--- config.mk ---
export PLATFORM = sky130hd
export DESIGN_NAME = mips_dmem_responder
export DESIGN_NICKNAME = d
export VERILOG_FILES = /design/src/rtl/mips_mem_pkg.sv /design/src/rtl/mips_dmem_responder_store_log_fifo.sv /design/src/rtl/mips_dmem_responder.sv
export SDC_FILE = /design/constraint.sdc
export NUM_CORES = 2
export LEC_CHECK = 0
export ABC_AREA = 1
export CORE_MARGIN = 2
export CORE_UTILIZATION = 40
export CTS_BUF_LIST = sky130_fd_sc_hd__clkbuf_16
export DETAILED_ROUTE_END_ITERATION = 7
export PLACE_DENSITY = 0.53
export SLEW_MARGIN = 10
export SYNTH_ARGS = -nofsm -noshare
export SYNTH_HDL_FRONTEND = slang
export SYNTH_SLANG_ARGS = --single-unit
export TNS_END_PERCENT = 100
--- constraint.sdc ---
create_clock -name clk -period 5.8 [get_ports clk]
set_input_delay 0.87 -clock clk [delete_from_list [all_inputs] [get_ports clk]]
set_output_delay 0.87 -clock clk [all_outputs]
set_load 0.01 [all_outputs]
--- src/rtl/mips_mem_pkg.sv ---
// Shared types and constants for the MIPS data-memory responder and its store log.
package mips_mem_pkg;

    localparam int WORD_W = 32;
    localparam logic [WORD_W-1:0] HALT_ADDR_DEFAULT = 32'h44;

    typedef struct packed {
        logic [WORD_W-1:0] addr;
        logic [WORD_W-1:0] data;
    } store_evt_t;

endpackage

--- src/rtl/mips_dmem_responder_store_log_fifo.sv ---
// Show-ahead synchronous FIFO recording accepted stores; drops pushes when full
// (unless a pop frees a slot on the same edge) and flags the drop as sticky overflow.
module store_log_fifo #(
    parameter int WIDTH = 64,
    parameter int DEPTH = 4,
    parameter int CNT_W = $clog2(DEPTH + 1)
) (
    input  logic             clk,
    input  logic             reset,
    input  logic             push_i,
    input  logic             pop_i,
    input  logic [WIDTH-1:0] din_i,
    output logic [WIDTH-1:0] dout_o,
    output logic             full_o,
    output logic             empty_o,
    output logic [CNT_W-1:0] count_o,
    output logic             overflow_o
);

    localparam int PTR_W = (DEPTH > 1) ? $clog2(DEPTH) : 1;

    logic [WIDTH-1:0] buf_q [DEPTH];
    logic [PTR_W-1:0] wr_ptr_q;
    logic [PTR_W-1:0] rd_ptr_q;
    logic [CNT_W-1:0] count_q;
    logic             overflow_q;
    logic             do_pop;
    logic             do_push;

    function automatic logic [PTR_W-1:0] next_ptr(input logic [PTR_W-1:0] p);
        return (p == PTR_W'(DEPTH - 1)) ? '0 : p + 1'b1;
    endfunction

    assign full_o     = (count_q == CNT_W'(DEPTH));
    assign empty_o    = (count_q == '0);
    assign do_pop     = pop_i && !empty_o;
    assign do_push    = push_i && (!full_o || do_pop);
    assign dout_o     = buf_q[rd_ptr_q];
    assign count_o    = count_q;
    assign overflow_o = overflow_q;

    // NOTE: non-blocking assignments keep every register sampling pre-edge values.
    always_ff @(posedge clk or posedge reset) begin
        if (reset) begin
            wr_ptr_q   <= '0;
            rd_ptr_q   <= '0;
            count_q    <= '0;
            overflow_q <= 1'b0;
        end else begin
            if (do_push) wr_ptr_q <= next_ptr(wr_ptr_q);
            if (do_pop)  rd_ptr_q <= next_ptr(rd_ptr_q);
            if (do_push && !do_pop)      count_q <= count_q + 1'b1;
            else if (do_pop && !do_push) count_q <= count_q - 1'b1;
            if (push_i && full_o && !do_pop) overflow_q <= 1'b1;
        end
    end

    // NOTE: storage arrays carry no reset; validity is tracked by the pointers and count.
    always_ff @(posedge clk) begin
        if (do_push) buf_q[wr_ptr_q] <= din_i;
    end

endmodule

--- src/rtl/mips_dmem_responder.sv ---
// Data-memory responder: combinational loads, clocked word stores, halt mailbox,
// sticky address-error flag and a store-event log for benches to pop.
module mips_dmem_responder
    import mips_mem_pkg::*;
#(
    parameter int          DEPTH     = 64,
    parameter int          LOG_DEPTH = 4,
    parameter logic [31:0] HALT_ADDR = HALT_ADDR_DEFAULT,
    parameter int          LOG_CNT_W = $clog2(LOG_DEPTH + 1)
) (
    input  logic                 clk,
    input  logic                 reset,
    input  logic                 memwrite,
    input  logic [31:0]          addr,
    input  logic [31:0]          wdata,
    output logic [31:0]          rdata,
    output logic                 halt,
    output logic [31:0]          halt_data,
    output logic                 addr_err,
    output logic                 log_valid,
    output logic [31:0]          log_addr,
    output logic [31:0]          log_data,
    input  logic                 log_ready,
    output logic [LOG_CNT_W-1:0] log_count,
    output logic                 log_overflow
);

    localparam int          AW        = $clog2(DEPTH);
    localparam logic [31:0] RAM_BYTES = 32'(4 * DEPTH);

    logic [WORD_W-1:0] mem_q [DEPTH];
    logic              halt_q, halt_d;
    logic [31:0]       halt_data_q, halt_data_d;
    logic              addr_err_q, addr_err_d;

    logic          is_mbox, aligned, in_ram, bad_store, accept, ram_we, log_empty, log_full;
    logic [AW-1:0] word_idx;
    store_evt_t    push_evt, head_evt;

    assign is_mbox   = (addr == HALT_ADDR);
    assign aligned   = (addr[1:0] == 2'b00);
    assign in_ram    = aligned && (addr < RAM_BYTES);
    assign word_idx  = addr[AW+1:2];
    assign bad_store = !aligned || (!in_ram && !is_mbox);
    assign accept    = memwrite && !bad_store && !halt_q;
    assign ram_we    = accept && !is_mbox;
    assign push_evt  = '{addr: addr, data: wdata};

    // NOTE: every always_comb output gets a default first so no latch is inferred.
    always_comb begin
        rdata = '0;
        if (is_mbox)     rdata = halt_data_q;
        else if (in_ram) rdata = mem_q[word_idx];
    end

    always_comb begin
        halt_d      = halt_q;
        halt_data_d = halt_data_q;
        addr_err_d  = addr_err_q;
        if (memwrite && bad_store) begin
            addr_err_d = 1'b1;
        end else if (accept && is_mbox) begin
            halt_d      = 1'b1;
            halt_data_d = wdata;
        end
    end

    always_ff @(posedge clk or posedge reset) begin
        if (reset) begin
            halt_q      <= 1'b0;
            halt_data_q <= '0;
            addr_err_q  <= 1'b0;
        end else begin
            halt_q      <= halt_d;
            halt_data_q <= halt_data_d;
            addr_err_q  <= addr_err_d;
        end
    end

    // RAM deliberately survives reset so a program image outlives a mid-run reset.
    always_ff @(posedge clk) begin
        if (ram_we) mem_q[word_idx] <= wdata;
    end

    store_log_fifo #(
        .WIDTH ($bits(store_evt_t)),
        .DEPTH (LOG_DEPTH),
        .CNT_W (LOG_CNT_W)
    ) u_log (
        .clk        (clk),
        .reset      (reset),
        .push_i     (accept),
        .pop_i      (log_ready),
        .din_i      (push_evt),
        .dout_o     (head_evt),
        .full_o     (log_full),
        .empty_o    (log_empty),
        .count_o    (log_count),
        .overflow_o (log_overflow)
    );

    assign halt      = halt_q;
    assign halt_data = halt_data_q;
    assign addr_err  = addr_err_q;
    assign log_valid = !log_empty;
    assign log_addr  = head_evt.addr;
    assign log_data  = head_evt.data;

endmodule

==> impl_summary.txt <==
----------------------------------------------------
[Setup path]
  Critical Setup Path Class ... in -> out
  Required arrival time at the worst endpoint ... 4.93 ns
  Startpoint types ... primary input
  Launch point of the worst reg-to-reg path ... halt
  Worst-case reg-to-reg path depth ... 5
  Critical path data arrival time ... 4.44 ns
  Source of the critical timing path ... addr[5]
  Worst reg-to-reg setup slack ... 2.28 ns
  Endpoint class of the critical path ... output pin
  Max Fanout on Critical Path ... 16
  Terminus of the critical flop-to-flop path ... mem_q[16][12]

[Timing]
  Actual slew at the worst max-slew pin ... 1.18 ns
  Period utilization ... 91.5%
  Hold Vio Cnt, Final ... 0
  Setup repair after global routing missed its margin ... false
  Total setup violations reported at the end of the flow ... 0
  Fin Clk Skew ... 0.0345 ns
  Total negative slack ... 0 ns
  Final slew viol count ... 0
  Fmax ... 189 MHz
  Slew Limit Headroom ... 21.4%
  Shortest period the worst path allows ... 5.31 ns

[Min path]
  Hold WC Path Type ... in -> reg
  Worst Hold Path EP ... u_log.buf_q[3][6]
  Cell count of the worst hold path ... 1
  Worst Hold Launch ... wdata[6]

[Detailed routing]
  Remaining routing DRC violations ... 0
  Detailed-route via count ... 64300
  Iter 0 DRT Violations ... 6873
  Final routed wirelength across all metal layers ... 302000 um
  Routed vias/inst ... 5.11
  Residual antenna-violating net count after detailed routing ... 0
  Number of search-and-repair iterations in the first detailed-routing pass ... 8
  Routed wire length per instance ... 24.0 um

[Placement]
  Number of I/O port buffers ... 202
  RePlAce Congestion ... 0.893
  Sum of net half-perimeters after detailed placement ... 176000 um

[Outcome]
  Status ... complete, no violations

[CTS]
  H-tree Lvls ... 4
  Clock latency of the later-clocked register in the worst-skew pair ... 0.92 ns
  Post-cts resize count ... 0
  Maximum root-to-sink buffer count ... 3
  Clock tree from TritonCTS ... done
  Root Buffer Master ... sky130_fd_sc_hd__clkbuf_16
  Setup repair bufs after CTS ... 0
  Number of buffers created by CTS ... 238
  Clock transition at the registers of the reported paths ... 0.06 ns
  Number of sinks driven by the clock tree ... 2346
  Count of hold buffers inserted by post-cts repair ... 0

[Power]
  Portion of total power attributed to combinational logic ... 10.5%
  Internal power ... 27800 uW
  Share of power burned in registers ... 50.5%
  Power density relative to cell area ... 333 nW/um^2
  Switching share of total power ... 25.0%
  Power, Total ... 37100 uW
  Static Leak ... 0.0444 uW
  Peak supply drop ... 0.000364 V
  NetSw ... 9280 uW
  Fraction of power consumed by the clock network ... 39.0%

[GRT]
  Vias in the first global route ... 60800
  Overall global routing resource usage ... 24.1%
  Pin count of the biggest net entering global routing ... 141
  Number of antenna violations at the first check in global routing ... 22
  GR Overflow Total ... 0
  Global-route wire length before repair ... 434000 um

[Layout]
  Area growth syn-to-layout ... 14.5%
  Ratio of cells with drive above 1 in the final layout ... 7.03%
  Area taken by flip-flops and latches ... 70200 um^2
  Filler Cells Inserted ... 22100
  Nets@finish ... 9278
  Multi-input gate area in the final layout ... 22300 um^2

[Die]
  Chip width ... 497 um
  Initial Util ... 40.3%
  Core area ... 241000 um^2
  Row count ... 180
  Floorplan die height ... 497 um
  Number of ports placed on the die boundary ... 203
  Die Outline Area ... 247000 um^2

[Yosys]
  Mapped cell area ... 97200 um^2
  Post-synthesis register bit count ... 2346
  Proportion of synthesized chip area in sequential cells ... 72.3%
  Cell count after synthesis ... 8956
  Synthesized area per cell ... 10.8 um^2
  Synthesis warning total ... 0
  Post-synth cell types ... 30

[Run]
  Max-capacitance violation count ... 0

----------------------------------------------------
[flip-flops by register name, summed over array words and instances (netlist names)]
signal and cells:
u_log.rd_ptr_q 2, u_log.wr_ptr_q 2, u_log.buf_q 256, mem_q 2048
addr_err 1, halt 1, halt_data 32, u_log.overflow_o 1
u_log.count_o 3
[critical path, cell delays in order]
cell and delay (ns):
sky130_fd_sc_hd__clkdlybuf4s50_1 0.86, sky130_fd_sc_hd__inv_2 0.17, sky130_fd_sc_hd__nor3_2 0.28, sky130_fd_sc_hd__inv_1 0.48, sky130_fd_sc_hd__a21oi_1 0.81, sky130_fd_sc_hd__nor2_1 0.11
sky130_fd_sc_hd__nand3_1 0.24, sky130_fd_sc_hd__nand2_1 0.09, sky130_fd_sc_hd__clkdlybuf4s50_1 0.48
[layout make-up]
| cell class | instances | share of cell area (%) |
|---|---|---|
| sequential | 2346 | 63.1 |
| multi-input combinational | 5330 | 20.1 |
| clock buffer | 239 | 5.37 |
| timing repair buffer | 430 | 3.77 |
| tap | 3185 | 3.58 |
| inverter | 857 | 2.91 |
| clock inverter | 199 | 1.15 |
| antenna | 7 | 0.0157 |
[through the flow]
step / setup WS, ns / util [%] / std cells / area (um^2) / hold slack, ns
after CTS: 0.472 / 46.2 / 12600 / 111000 / 0.149
after global routing: 0.455 / 46.2 / 12600 / 111000 / 0.180
final: 0.495 / 46.2 / 12600 / 111000 / 0.221
after detailed placement: 0.491 / 43.2 / 12100 / 104000 / 0.468
after global placement: 0.499 / 43.2 / 12100 / 104000 / 0.460
after floorplan: 0.868 / - / 8987 / 97300 / 0.513
[power by group through the flow]
stage / combinational (uW) / clock [uW] / sequential, uW
floorplan: 1820 / 0 / 19000
global placement: 3890 / 0 / 19100
detailed placement: 3920 / 0 / 19100
CTS: 3930 / 14700 / 18700
global route: 4220 / 15300 / 18700
finish: 3900 / 14400 / 18700
[worst max-delay path by stage]
stage                        endpoint  depth (start not counted)
CTS                         rdata[11]                          9
detailed placement          rdata[11]                          9
finish                      rdata[11]                          9
global route                rdata[11]                          9
global placement            rdata[11]                          9
floorplan           u_log.buf_q[0][0]                          6
[cell usage in the layout, fill, tap and decap left out, types with 5 or more instances in the layout]
cell type	n
sky130_fd_sc_hd__inv_16	5
sky130_fd_sc_hd__o21ai_0	249
sky130_fd_sc_hd__ha_1	6
sky130_fd_sc_hd__inv_1	909
sky130_fd_sc_hd__clkbuf_16	239
sky130_fd_sc_hd__buf_4	197
sky130_fd_sc_hd__dfrtp_1	40
sky130_fd_sc_hd__nor2_1	384
sky130_fd_sc_hd__buf_12	46
sky130_fd_sc_hd__conb_1	32
sky130_fd_sc_hd__clkdlybuf4s50_1	167
sky130_fd_sc_hd__edfxtp_1	2304
sky130_fd_sc_hd__nand4_1	124
sky130_fd_sc_hd__nand3_1	578
sky130_fd_sc_hd__and2_1	10
sky130_fd_sc_hd__buf_2	17
sky130_fd_sc_hd__nor3_2	6
sky130_fd_sc_hd__nor2_4	74
sky130_fd_sc_hd__clkinv_2	39
sky130_fd_sc_hd__a21oi_1	55
sky130_fd_sc_hd__diode_2	7
sky130_fd_sc_hd__nand2_1	3731
sky130_fd_sc_hd__o22ai_1	64
sky130_fd_sc_hd__clkinv_1	73
sky130_fd_sc_hd__bufinv_16	10
[kinds of logic after synthesis]
group	count (synthesis)	share of synthesized area, %
flops	2346	72.3
mux	1	0.0116
other cells	1	0.00386
simple gates	4914	20.1
fa+ha+maj	7	0.0979
buf+inv	1311	5.45
compound gates	374	2.02
xor+xnor	2	0.0180
[Yosys cell counts]
library cell,n,area share (%)
sky130_fd_sc_hd__buf_4,22,0.17
sky130_fd_sc_hd__nand3_2,1,0.010
sky130_fd_sc_hd__buf_2,232,1.2
sky130_fd_sc_hd__dfrtp_1,42,1.1
sky130_fd_sc_hd__and2_1,10,0.064
sky130_fd_sc_hd__conb_1,1,0.0039
sky130_fd_sc_hd__nand3_1,578,3.0
sky130_fd_sc_hd__xnor2_1,1,0.0090
sky130_fd_sc_hd__buf_1,24,0.093
sky130_fd_sc_hd__nor3_1,8,0.041
sky130_fd_sc_hd__a31oi_1,2,0.013
sky130_fd_sc_hd__nand3b_1,2,0.015
sky130_fd_sc_hd__fa_1,1,0.021
sky130_fd_sc_hd__nor3_4,1,0.017
sky130_fd_sc_hd__mux2_2,1,0.012
sky130_fd_sc_hd__a21oi_1,55,0.28
sky130_fd_sc_hd__clkbuf_1,176,0.68
sky130_fd_sc_hd__xor2_1,1,0.0090
sky130_fd_sc_hd__clkinv_1,1,0.0039
sky130_fd_sc_hd__inv_1,852,3.3
sky130_fd_sc_hd__inv_2,4,0.015
sky130_fd_sc_hd__or2_1,1,0.0064
sky130_fd_sc_hd__o21bai_1,4,0.031
sky130_fd_sc_hd__o21ai_0,249,1.3
sky130_fd_sc_hd__nand4_1,124,0.80
sky130_fd_sc_hd__o22ai_1,64,0.41
sky130_fd_sc_hd__edfxtp_1,2304,71
sky130_fd_sc_hd__nor2_1,458,1.8
sky130_fd_sc_hd__nand2_1,3731,14
sky130_fd_sc_hd__ha_1,6,0.077
[layer usage]
metal  global-route usage, %  routed length [um]  share of wire, %
met1                    34.0              132000                44
met2                    37.8              138000                46
met3                    3.67               20700               6.8
met4                    8.73               11100               3.7
met5                       0                  23            0.0076
(Power assumes the default switching activity.)
